<file path="config.mk">
export PLATFORM = sky130hd
export DESIGN_NAME = sound_multi_tick_timer_flat
export DESIGN_NICKNAME = d
export VERILOG_FILES = /design/src/rtl/sound_multi_tick_timer_if.sv /design/src/rtl/sound_multi_tick_timer.sv /design/src/flat_wrapper.sv
export SDC_FILE = /design/constraint.sdc
export NUM_CORES = 1
export LEC_CHECK = 0
export ABC_CLOCK_PERIOD_IN_PS = 13600
export BUFFER_PORTS_ARGS = -buffer_cell sky130_fd_sc_hd__buf_2
export CAP_MARGIN = 20
export CORE_UTILIZATION = 35
export CTS_CLUSTER_SIZE = 16
export DETAILED_ROUTE_END_ITERATION = 12
export GPL_ROUTABILITY_DRIVEN = 0
export HOLD_SLACK_MARGIN = 0.05
export PLACE_DENSITY = 0.59
export RECOVER_POWER = 50
export SLEW_MARGIN = 20
export SYNTH_ARGS = -nofsm -noshare
export SYNTH_HDL_FRONTEND = slang
export SYNTH_SLANG_ARGS = --single-unit
</file>
<file path="constraint.sdc">
create_clock -name clk -period 13.6 [get_ports clk]
set_input_delay 1.36 -clock clk [delete_from_list [all_inputs] [get_ports clk]]
set_output_delay 1.36 -clock clk [all_outputs]
set_load 0.05 [all_outputs]
</file>
<file path="src/rtl/sound_multi_tick_timer_if.sv">
// Control and tick bus between the game control FSM (master) and the
// multi-channel tick timer (slave).
interface sound_multi_tick_timer_if #(
   parameter int NUM_CH = 4,
   parameter int CNT_W  = 26
);
   localparam int CH_W = (NUM_CH > 1) ? $clog2(NUM_CH) : 1;

   logic                turbo;
   logic                cfg_wr;
   logic [CH_W-1:0]     cfg_ch;
   logic [CNT_W-1:0]    cfg_period;
   logic                cfg_mode;
   logic [NUM_CH-1:0]   start;
   logic [NUM_CH-1:0]   stop;
   logic [NUM_CH-1:0]   tick;
   logic [NUM_CH-1:0]   busy;

   modport master (
      output turbo, cfg_wr, cfg_ch, cfg_period, cfg_mode, start, stop,
      input  tick, busy
   );

   modport slave (
      input  turbo, cfg_wr, cfg_ch, cfg_period, cfg_mode, start, stop,
      output tick, busy
   );
endinterface

</file>
<file path="src/rtl/sound_multi_tick_timer.sv">
// Multi-channel programmable tick generator: each channel divides clk by its
// own period (optionally shortened by turbo) and emits periodic or one-shot ticks.
module sound_multi_tick_timer #(
   parameter int NUM_CH         = 4,
   parameter int CNT_W          = 26,
   parameter int DEFAULT_PERIOD = 31_500_000,
   parameter int TURBO_DIV      = 10
) (
   input  logic                     clk,
   input  logic                     resetN,
   sound_multi_tick_timer_if.slave  bus
);
   typedef enum logic {IDLE, RUN} state_t;

   localparam logic [CNT_W-1:0] DEF_P   = CNT_W'(DEFAULT_PERIOD);
   localparam logic [CNT_W-1:0] DIV_W   = CNT_W'(TURBO_DIV);
   localparam logic [CNT_W-1:0] ONE     = CNT_W'(1);

   state_t              state_q    [NUM_CH];
   state_t              state_d    [NUM_CH];
   logic [CNT_W-1:0]    cnt_q      [NUM_CH];
   logic [CNT_W-1:0]    cnt_d      [NUM_CH];
   logic [CNT_W-1:0]    period_q   [NUM_CH];
   logic [CNT_W-1:0]    period_d   [NUM_CH];
   logic [CNT_W-1:0]    eff_w      [NUM_CH];
   logic [CNT_W-1:0]    last_cnt   [NUM_CH];
   logic [NUM_CH-1:0]   mode_q;
   logic [NUM_CH-1:0]   mode_d;
   logic [NUM_CH-1:0]   tick_q;
   logic [NUM_CH-1:0]   tick_d;
   logic [NUM_CH-1:0]   busy_w;

   // Effective period is recomputed every cycle, so cfg and turbo changes take
   // effect immediately on a running channel; a zero result behaves as 1.
   always_comb begin
      for (int i = 0; i < NUM_CH; i++) begin
         eff_w[i]    = bus.turbo ? (period_q[i] / DIV_W) : period_q[i];
         last_cnt[i] = (eff_w[i] == '0) ? '0 : (eff_w[i] - ONE);
      end
   end

   always_comb begin
      state_d  = state_q;
      cnt_d    = cnt_q;
      period_d = period_q;
      mode_d   = mode_q;
      tick_d   = '0;
      for (int i = 0; i < NUM_CH; i++) begin
         if (bus.stop[i]) begin
            state_d[i] = IDLE;
            cnt_d[i]   = '0;
         end else if (bus.start[i]) begin
            state_d[i] = RUN;
            cnt_d[i]   = '0;
         end else if (state_q[i] == RUN) begin
            // >= rather than == so a period shrunk below the count wraps at once
            if (cnt_q[i] >= last_cnt[i]) begin
               tick_d[i] = 1'b1;
               cnt_d[i]  = '0;
               if (mode_q[i]) begin
                  state_d[i] = IDLE;
               end
            end else begin
               cnt_d[i] = cnt_q[i] + ONE;
            end
         end else begin
            cnt_d[i] = '0;
         end
      end
      if (bus.cfg_wr && (32'(bus.cfg_ch) < NUM_CH)) begin
         period_d[bus.cfg_ch] = bus.cfg_period;
         mode_d[bus.cfg_ch]   = bus.cfg_mode;
      end
   end

   always_ff @(posedge clk or negedge resetN) begin
      if (!resetN) begin
         for (int i = 0; i < NUM_CH; i++) begin
            state_q[i]  <= IDLE;
            cnt_q[i]    <= '0;
            period_q[i] <= DEF_P;
         end
         mode_q <= '0;
         tick_q <= '0;
      end else begin
         state_q  <= state_d;
         cnt_q    <= cnt_d;
         period_q <= period_d;
         mode_q   <= mode_d;
         tick_q   <= tick_d;
      end
   end

   always_comb begin
      for (int i = 0; i < NUM_CH; i++) begin
         busy_w[i] = (state_q[i] == RUN);
      end
   end

   assign bus.tick = tick_q;
   assign bus.busy = busy_w;
endmodule
</file>
<file path="src/flat_wrapper.sv">
// flat-port wrapper written by rule: the top's interface ports become plain ports
module sound_multi_tick_timer_flat 
#(
   parameter int NUM_CH         = 4,
   parameter int CNT_W          = 26,
   parameter int DEFAULT_PERIOD = 31_500_000,
   parameter int TURBO_DIV      = 10
)
  (clk, resetN, bus_turbo, bus_cfg_wr, bus_cfg_ch, bus_cfg_period, bus_cfg_mode, bus_start, bus_stop, bus_tick, bus_busy);
  sound_multi_tick_timer_if #(.NUM_CH(NUM_CH), .CNT_W(CNT_W)) bus_i ();
  input  logic clk;
  input  logic resetN;
  input wire logic [$bits(bus_i.turbo)-1:0] bus_turbo;
  input wire logic [$bits(bus_i.cfg_wr)-1:0] bus_cfg_wr;
  input wire logic [$bits(bus_i.cfg_ch)-1:0] bus_cfg_ch;
  input wire logic [$bits(bus_i.cfg_period)-1:0] bus_cfg_period;
  input wire logic [$bits(bus_i.cfg_mode)-1:0] bus_cfg_mode;
  input wire logic [$bits(bus_i.start)-1:0] bus_start;
  input wire logic [$bits(bus_i.stop)-1:0] bus_stop;
  output wire logic [$bits(bus_i.tick)-1:0] bus_tick;
  output wire logic [$bits(bus_i.busy)-1:0] bus_busy;
  assign bus_i.turbo = bus_turbo;
  assign bus_i.cfg_wr = bus_cfg_wr;
  assign bus_i.cfg_ch = bus_cfg_ch;
  assign bus_i.cfg_period = bus_cfg_period;
  assign bus_i.cfg_mode = bus_cfg_mode;
  assign bus_i.start = bus_start;
  assign bus_i.stop = bus_stop;
  assign bus_tick = bus_i.tick;
  assign bus_busy = bus_i.busy;
  sound_multi_tick_timer #(.NUM_CH(NUM_CH), .CNT_W(CNT_W), .DEFAULT_PERIOD(DEFAULT_PERIOD), .TURBO_DIV(TURBO_DIV)) u_core (.clk(clk), .resetN(resetN), .bus(bus_i));
endmodule
</file>
-- Word level (Yosys, flattened, before mapping)
Cells that the tools add are included.
Widths: inputs -> output; s select.
- mux-type cells: 66
- reduce and logical (&&, ||, !) cells: 6
- bitwise gates (word level): 1
- magnitude comparators: 8
- divide/modulo/power cells: 4
- add/subtract/negate cells: 8
- operator list (kind ; number):
    $mux 26 ; 25
    $add 26x1->26 const B ; 4
    $bwmux 104 ; 1
    $div 26x4->26 const B ; 4
    $ge 26x26->1 ; 4
    $logic_not 26->1 ; 4
    $sub 26x1->26 const B ; 4
    $demux 26 s2 ; 1
    $mux 1 ; 37
    $bwmux 4 ; 1
    $ge 3x3->1 const B ; 1
    $lt 2x3->1 const B ; 1
    $lt 3x1->1 const B ; 1
    $not 2->3 ; 1
    $demux 1 s2 ; 1
    $ge 2x1->1 const B ; 1
    $logic_and 1x1->1 ; 2
- logic and storage cells: 107
- input bits: 41
- register bits: 220
- output and inout bits: 8

-- Longest topological paths before layout
Gate-level depths: netlist of run 1.
- depth after elaboration: 9
- gate-level depth with buffers: 76
- gate-level depth less buffers: 66

-- Least setup slack after synthesis of run 1
No wires, ideal clock.
- path kind: reg-to-reg
- start: register u_core.period_q[100] (netlist bit)
- end: register u_core.cnt_q[85] (netlist bit)
- required time: 13.527 ns
- cell stages (with the launch flop): 73
- period minus slack after synthesis: 14.131 ns
- data arrival time: 14.058 ns
- slack: -0.531 ns
- library setup time: 0.073 ns
- buffers on the path: 10
- path through: dfstp_2 buf_2 buf_2 and2b_1 xnor2_1 a311oi_2 nand2_1 o221ai_1 o211a_1 buf_4 a221oi_1 or4b_4 o21ai_1 nor4_1 a21oi_1 nand2_1 buf_2 nor2_1 [37 not listed] o21a_1 o21a_1 o21a_1 o21a_1 o21a_1 o21a_1 o21a_1 o21a_1 o21a_1 o21a_1 o21a_1 o21a_1 o21ai_0 nand2b_1 a21oi_1 nand3_1 clkbuf_1 nor2_1
- RTL lines (element ; line ; RTL):
    start, declared ; sound_multi_tick_timer.sv:23 ; logic [CNT_W-1:0] period_q [NUM_CH];
    start signal, assigned ; sound_multi_tick_timer.sv:88 ; period_q <= period_d;
    end signal, assigned ; sound_multi_tick_timer.sv:87 ; cnt_q <= cnt_d;
    end, declared ; sound_multi_tick_timer.sv:21 ; logic [CNT_W-1:0] cnt_q [NUM_CH];

==> results of run 1 <==
final cells by class:
type / count / area share
inverters: 118 / 0.0109
well taps: 1155 / 0.0356
clock inverters: 15 / 0.00687
multi-input cells: 3516 / 0.646
clock buffers: 43 / 0.0214
flip-flops and latches: 220 / 0.137
repair buffers: 725 / 0.142
diodes: 1 / 0.0000616
per-stage QoR:
step / hold WS (ns) / std cells / TNS [ns]
after floorplan: 0.467 / 4170 / -1.63
after global placement: 0.483 / 5581 / -31.51
after detailed placement: 0.488 / 5581 / -39.22
after CTS: 0.501 / 5705 / -5.53
after global routing: 0.526 / 5792 / -78.55
final: 0.503 / 5793 / -15.86
sequential cells by signal, indices dropped and copies added, names as in the netlist:
register and flops:
u_core.bus.busy 4, u_core.bus.tick 4, u_core.cnt_q 104, u_core.mode_q 4, u_core.period_q 104
cell usage in the layout, fill, tap and decap left out, types with 71 or more instances in the layout:
cell and instances:
sky130_fd_sc_hd__inv_1 98, sky130_fd_sc_hd__buf_4 602, sky130_fd_sc_hd__nand4_1 91, sky130_fd_sc_hd__nand2_1 348, sky130_fd_sc_hd__nor2_1 387, sky130_fd_sc_hd__xor2_1 75
sky130_fd_sc_hd__dfrtp_1 173, sky130_fd_sc_hd__nand3_1 183, sky130_fd_sc_hd__o21ai_0 186, sky130_fd_sc_hd__ha_1 107, sky130_fd_sc_hd__a21oi_1 193, sky130_fd_sc_hd__xnor2_1 118
sky130_fd_sc_hd__nor3_1 113, sky130_fd_sc_hd__mux2_2 99, sky130_fd_sc_hd__a31oi_1 71
cells by family (layout without fill, tap and decap cells):
| logic type | after synthesis | in the layout |
|---|---|---|
| and+or+nand+nor | 1739 | 1739 |
| DFF | 220 | 220 |
| AOI/OAI and AO/OA | 1267 | 1269 |
| xor gates and xnor gates | 206 | 206 |
| muxes | 181 | 181 |
| buffers and inverters | 436 | 901 |
| adders and majority gates | 121 | 121 |
| other | 0 | 1 |
worst min path at each step:
stage                                    from                   to  slack, ns
after floorplan              u_core.cnt_q[52]     u_core.cnt_q[52]       0.47
after global placement     u_core.period_q[0]   u_core.period_q[0]       0.48
after detailed placement  u_core.period_q[78]  u_core.period_q[78]       0.49
after CTS                 u_core.period_q[78]  u_core.period_q[78]       0.50
after global routing         u_core.cnt_q[78]     u_core.cnt_q[78]       0.53
final                     u_core.period_q[78]  u_core.period_q[78]       0.50
metal layers:
| layer | vias to the layer above | wire, um | track usage | part of all wire |
|---|---|---|---|---|
| li1 | 16800 | - | - | - |
| met3 | 212 | 6050 | 0.0271 | 0.057 |
| met5 | - | 34 | 0 | 0.00032 |
| met2 | 1091 | 49700 | 0.364 | 0.47 |
| met4 | 4 | 3360 | 0.0692 | 0.032 |
| met1 | 16900 | 47300 | 0.299 | 0.44 |
cells in the mapped netlist (all sizes together), types with 44 or more instances:
master / number
nor4: 64
dfstp: 44
o21a: 56
a211oi: 62
buf: 102
a21oi: 221
mux2: 110
nor2b: 53
nand2b: 47
nor2: 453
inv: 99
xor2: 76
o211ai: 57
nand4: 91
o21ai: 242
ha: 112
xnor2: 130
nor3: 138
clkbuf: 216
nand3: 199
a31oi: 79
nand2: 370
dfrtp: 176
and3: 61
mux2i: 68
repair_timing:
action,CTS,global route
hold buffers,0,0
setup buffers,60,88
setup endpoints to repair,56,112
gates cloned,6,3
resized for setup,230,395
pin swaps,83,188
==> flow_metrics.tcl, run 1 <==
set metrics [dict create \
    status "finished, violations left" \
    failed_checks "max-capacitance violations, max-slew violations, negative setup slack" \
    clock_sinks 220 \
    combinational_family_with_the_most_area_after_synthesis "compound AO/OA/AOI/OAI gates" \
    globalRoute.totalOverflow 0 \
    yosysWarningCount 0 \
    timing.final.setup_violations 55 \
    core_region_um2 87000 \
    finalInstanceArea_um2 40600 \
    clkSlewWorstSetupHoldPaths_ns 0.06 \
    synthAdderAreaFrac 0.0484 \
    synth_top_flop_cell "sky130_fd_sc_hd__dfrtp_1" \
    initial_cell_density_of_the_core 0.354 \
    htree_levels 1 \
    post-route-min-period_ns 14.09 \
    layout-drive-gt1-share 0.314 \
    crit-reg2reg-capture "u_core.cnt_q[94]" \
    postRouteWirelength_um 107000 \
    worst_r2r_startpoint "u_core.period_q[100]" \
    synth_simple_gate_area_share 0.289 \
    postSynthRegisterBits 220 \
    reg2reg_setup_slack_ns -0.49 \
    rr_worst_depth 72 \
    worst-path-stages 72 \
    synth_compound_gate_area_share 0.298 \
    worst_ep_arrival_time_ns 14.63 \
    cp_slowest_cell "sky130_fd_sc_hd__dfstp_2" \
    grt_start_max_net_pins 144 \
    synth_xor_area_frac 0.0588 \
    grt_first_pass_wirelength_um 167000 \
    dr.pass1.iters 6 \
    yosys-mux-area-fraction 0.0652 \
    viasPerCell 6.03 \
    floorplan.io_pins 49 \
    num_rows 108 \
    post_dp_cell_area_um2 35400 \
    max-cap-violations 6 \
    worst_hold_path_type "reg -> reg" \
    fin_util 0.467 \
    ys_top_cells_by_area "sky130_fd_sc_hd__dfrtp_1 (14%), sky130_fd_sc_hd__nor2_1 (5.5%), sky130_fd_sc_hd__ha_1 (4.5%)" \
    grt_antenna_before_repair 6 \
    post-place-ws_ns -0.745 \
    synth.yosys.seq_area_share 0.180 \
    crit_path_max_incr_delay_ns 0.62 \
    synth_enable_flop_cells 0 \
    final_antenna_net_count 0 \
    critPathCapture "u_core.cnt_q[94]" \
    criticalPathCategory "reg -> reg" \
    vias 34900 \
    grt_pass1_vias 31900 \
    syn_area_per_cell_um2 7.39 \
    cp_num_buf_inv 9 \
    worstHoldPathCells 1 \
    timing.final.hold_violations 0 \
    critPathLaunch "u_core.period_q[100]" \
    synth.cell_area_um2 30800 \
    worst_pin_slew_ns 7.90 \
    ctsRootBufferMaster "sky130_fd_sc_hd__clkbuf_16" \
    drtIter0Drc 3466 \
    drc 0 \
    syn-num-nets 4323 \
    synth_cells 4170 \
    fraction_of_synthesized_cell_area_taken_by_the_top_area_cell_type 0.143 \
    slew_headroom -4.27 \
    finClkSkew_ns 0.0220 \
    numPortBuffers 48 \
    die-height_um 299 \
    max_freq_mhz 71.0 \
    groute.usage.overall 0.221 \
    seq_area_um2 5580 \
    hpwl_um 71400 \
    synthArstFlopShare 1.00 \
    layout_worst_path_cycle_share 1.04 \
    final.setup.worst_slack_ns -0.491 \
    cts_tree "yes" \
    timing.critical_path.from_type "register" \
    routed_wire_length_per_instance_um 18.4 \
    clock_insertion_delay_worst_skew_ns 0.62 \
    end_kind "register" \
    cts.path.max_buffers 3 \
    synth.lib_cells_used.distinct 135 \
    crit_fanout 8 \
    design.final.nets 4765 \
    layout-area-overhead-vs-synth_pct 31.8 \
    critPathMostFrequentCell "sky130_fd_sc_hd__o21a_1" \
    multi_input_gate_area_um2 26300 \
    fp.dieArea_um2 89300 \
    cts_made_buffers 31 \
    die_width_um 299 \
    cpLargestDelayFamily "compound AO/OA/AOI/OAI gates" \
    synthDominantAreaCellType "sky130_fd_sc_hd__dfrtp_1" \
    required_ns 14.14 \
    num-fill-cells 8412 \
    grt_setup_unrepaired "yes" \
    finalMaxSlewViolations 353 \
]
Power of run 1 is not shown: default switching activity piles up to over one toggle a cycle in this logic, so the estimate is an artifact.
==> run 2, diff against run 1 <==
==> constraint.sdc (replaced) <==
create_clock -name clk -period 13.6 [get_ports clk]
set_input_delay 1.36 -clock clk [delete_from_list [all_inputs] [get_ports clk]]
set_output_delay 1.36 -clock clk [all_outputs]
set_load 0.005 [all_outputs]
==> run 2 against run 1 <==
Compared with the run above: register-to-register slack improved by 0.12 ns; the flow still finishes with violations (max-capacitance violations, max-slew violations, negative setup slack); core utilization about the same; routed wire length increased by 1.0%; critical path type unchanged; die area unchanged; design area about the same; critical path depth decreased by 2.
==> flow_metrics.tcl, run 2 (same netlist as run 1, synthesis figures left out) <==
set metrics [dict create \
    routed_wire_length_per_instance_um 18.6 \
    worst_hold_path_type "reg -> reg" \
    max-cap-violations 5 \
    groute.usage.overall 0.220 \
    most-common-layout-cells "sky130_fd_sc_hd__buf_4 (589), sky130_fd_sc_hd__nor2_1 (393), sky130_fd_sc_hd__nand2_1 (351)" \
    cpLargestDelayFamily "compound AO/OA/AOI/OAI gates" \
    numPortBuffers 48 \
    drc 0 \
    fin_tns_setup_ns -9.87 \
    cp_num_buf_inv 8 \
    post-route-min-period_ns 13.97 \
    fp.dieArea_um2 89300 \
    criticalPathCategory "reg -> reg" \
    cp_slowest_cell "sky130_fd_sc_hd__dfstp_4" \
    core_region_um2 87000 \
    clock_insertion_delay_worst_skew_ns 0.63 \
    drtIter0Drc 3346 \
    cts_tree "yes" \
    design.final.nets 4762 \
    finClkSkew_ns 0.0301 \
    critPathMostFrequentCell "sky130_fd_sc_hd__o21a_1" \
    clkSlewWorstSetupHoldPaths_ns 0.07 \
    initial_cell_density_of_the_core 0.354 \
    grt_pass1_vias 31900 \
    end_kind "register" \
    grt_first_pass_wirelength_um 166000 \
    layout_worst_path_cycle_share 1.03 \
    worst_ep_arrival_time_ns 14.50 \
    postRouteWirelength_um 108000 \
    ctsRootBufferMaster "sky130_fd_sc_hd__clkbuf_16" \
    layout-drive-gt1-share 0.318 \
    final_antenna_net_count 0 \
    htree_levels 1 \
    required_ns 14.13 \
    worst_pin_slew_ns 5.93 \
    die_width_um 299 \
    timing.final.hold_violations 0 \
    biggestRegsByFlops "u_core.cnt_q (104), u_core.period_q (104)" \
    dr.pass1.iters 8 \
    floorplan.io_pins 49 \
    viasPerCell 6.05 \
    layout-area-overhead-vs-synth_pct 31.9 \
    clock_sinks 220 \
    cts_made_buffers 30 \
    status "finished, violations left" \
    timing.final.setup_violations 53 \
    max_freq_mhz 71.6 \
    final.setup.worst_slack_ns -0.367 \
    vias 35100 \
    cts.hold.buffers_added 0 \
    num_rows 108 \
    crit_fanout 11 \
    crit_path_max_incr_delay_ns 0.64 \
    grt_start_max_net_pins 100 \
    globalRoute.totalOverflow 0 \
    grt_setup_unrepaired "yes" \
    layout.cells.most_common "sky130_fd_sc_hd__buf_4" \
    slew_headroom -2.95 \
    hpwl_um 71700 \
    cts.path.max_buffers 3 \
    timing.critical_path.from_type "register" \
    failed_checks "max-capacitance violations, max-slew violations, negative setup slack" \
    die-height_um 299 \
    finalMaxSlewViolations 230 \
    grt_antenna_before_repair 8 \
]
-- run 2: what timing repair did --
action | 4_1_cts | 5_1_grt
setup endpoints to repair | 56 | 112
gates resized for setup | 210 | 451
buffers inserted | 55 | 87
pin swaps | 72 | 168
gates cloned | 3 | 10
-- run 2: metrics by stage --
step | hold slack [ns] | cells | area, um^2 | setup slack (ns) | util
floorplan | 0.467 | 4170 | 31000 | -0.0447 | -
global placement | 0.483 | 5581 | 35300 | -0.310 | 0.406
detailed placement | 0.490 | 5581 | 35300 | -0.522 | 0.406
CTS | 0.506 | 5693 | 37800 | -0.123 | 0.435
global route | 0.520 | 5788 | 40700 | -0.985 | 0.467
finish | 0.500 | 5791 | 40700 | -0.367 | 0.467
-- run 2: path summary, 6_finish.rpt --
check,from,to,slack [ns],cells after the start
worst min-delay path,u_core.period_q[0],u_core.period_q[0],0.50,1
min in group asynchronous,resetN,u_core.cnt_q[74],2.91,1
worst max-delay path,u_core.period_q[99],u_core.cnt_q[96],-0.37,70
max in group asynchronous,resetN,u_core.period_q[98],6.86,1
worst min register to register,u_core.period_q[0],u_core.period_q[0],0.50,1
worst max register to register,u_core.period_q[99],u_core.cnt_q[96],-0.37,70
-- run 2: area by class of cell --
| cell class | count | area [um^2] |
|---|---|---|
| clock buffers | 37 | 807 |
| diodes | 3 | 7.51 |
| fillers | 8460 | 46400 |
| inverters | 118 | 444 |
| well taps | 1155 | 1450 |
| multi-input cells | 3519 | 26400 |
| repair buffers | 720 | 5720 |
| flip-flops and latches | 220 | 5580 |
| clock inverters | 19 | 235 |
-- run 2: layer usage --
layer	GRT usage	vias to the layer above	wire [um]
li1	-	16800	-
met1	0.296	16900	47900
met2	0.360	1102	50300
met3	0.0257	207	5720
met4	0.0802	8	3650
met5	0	-	55
Power of run 2 is left out for the same reason.
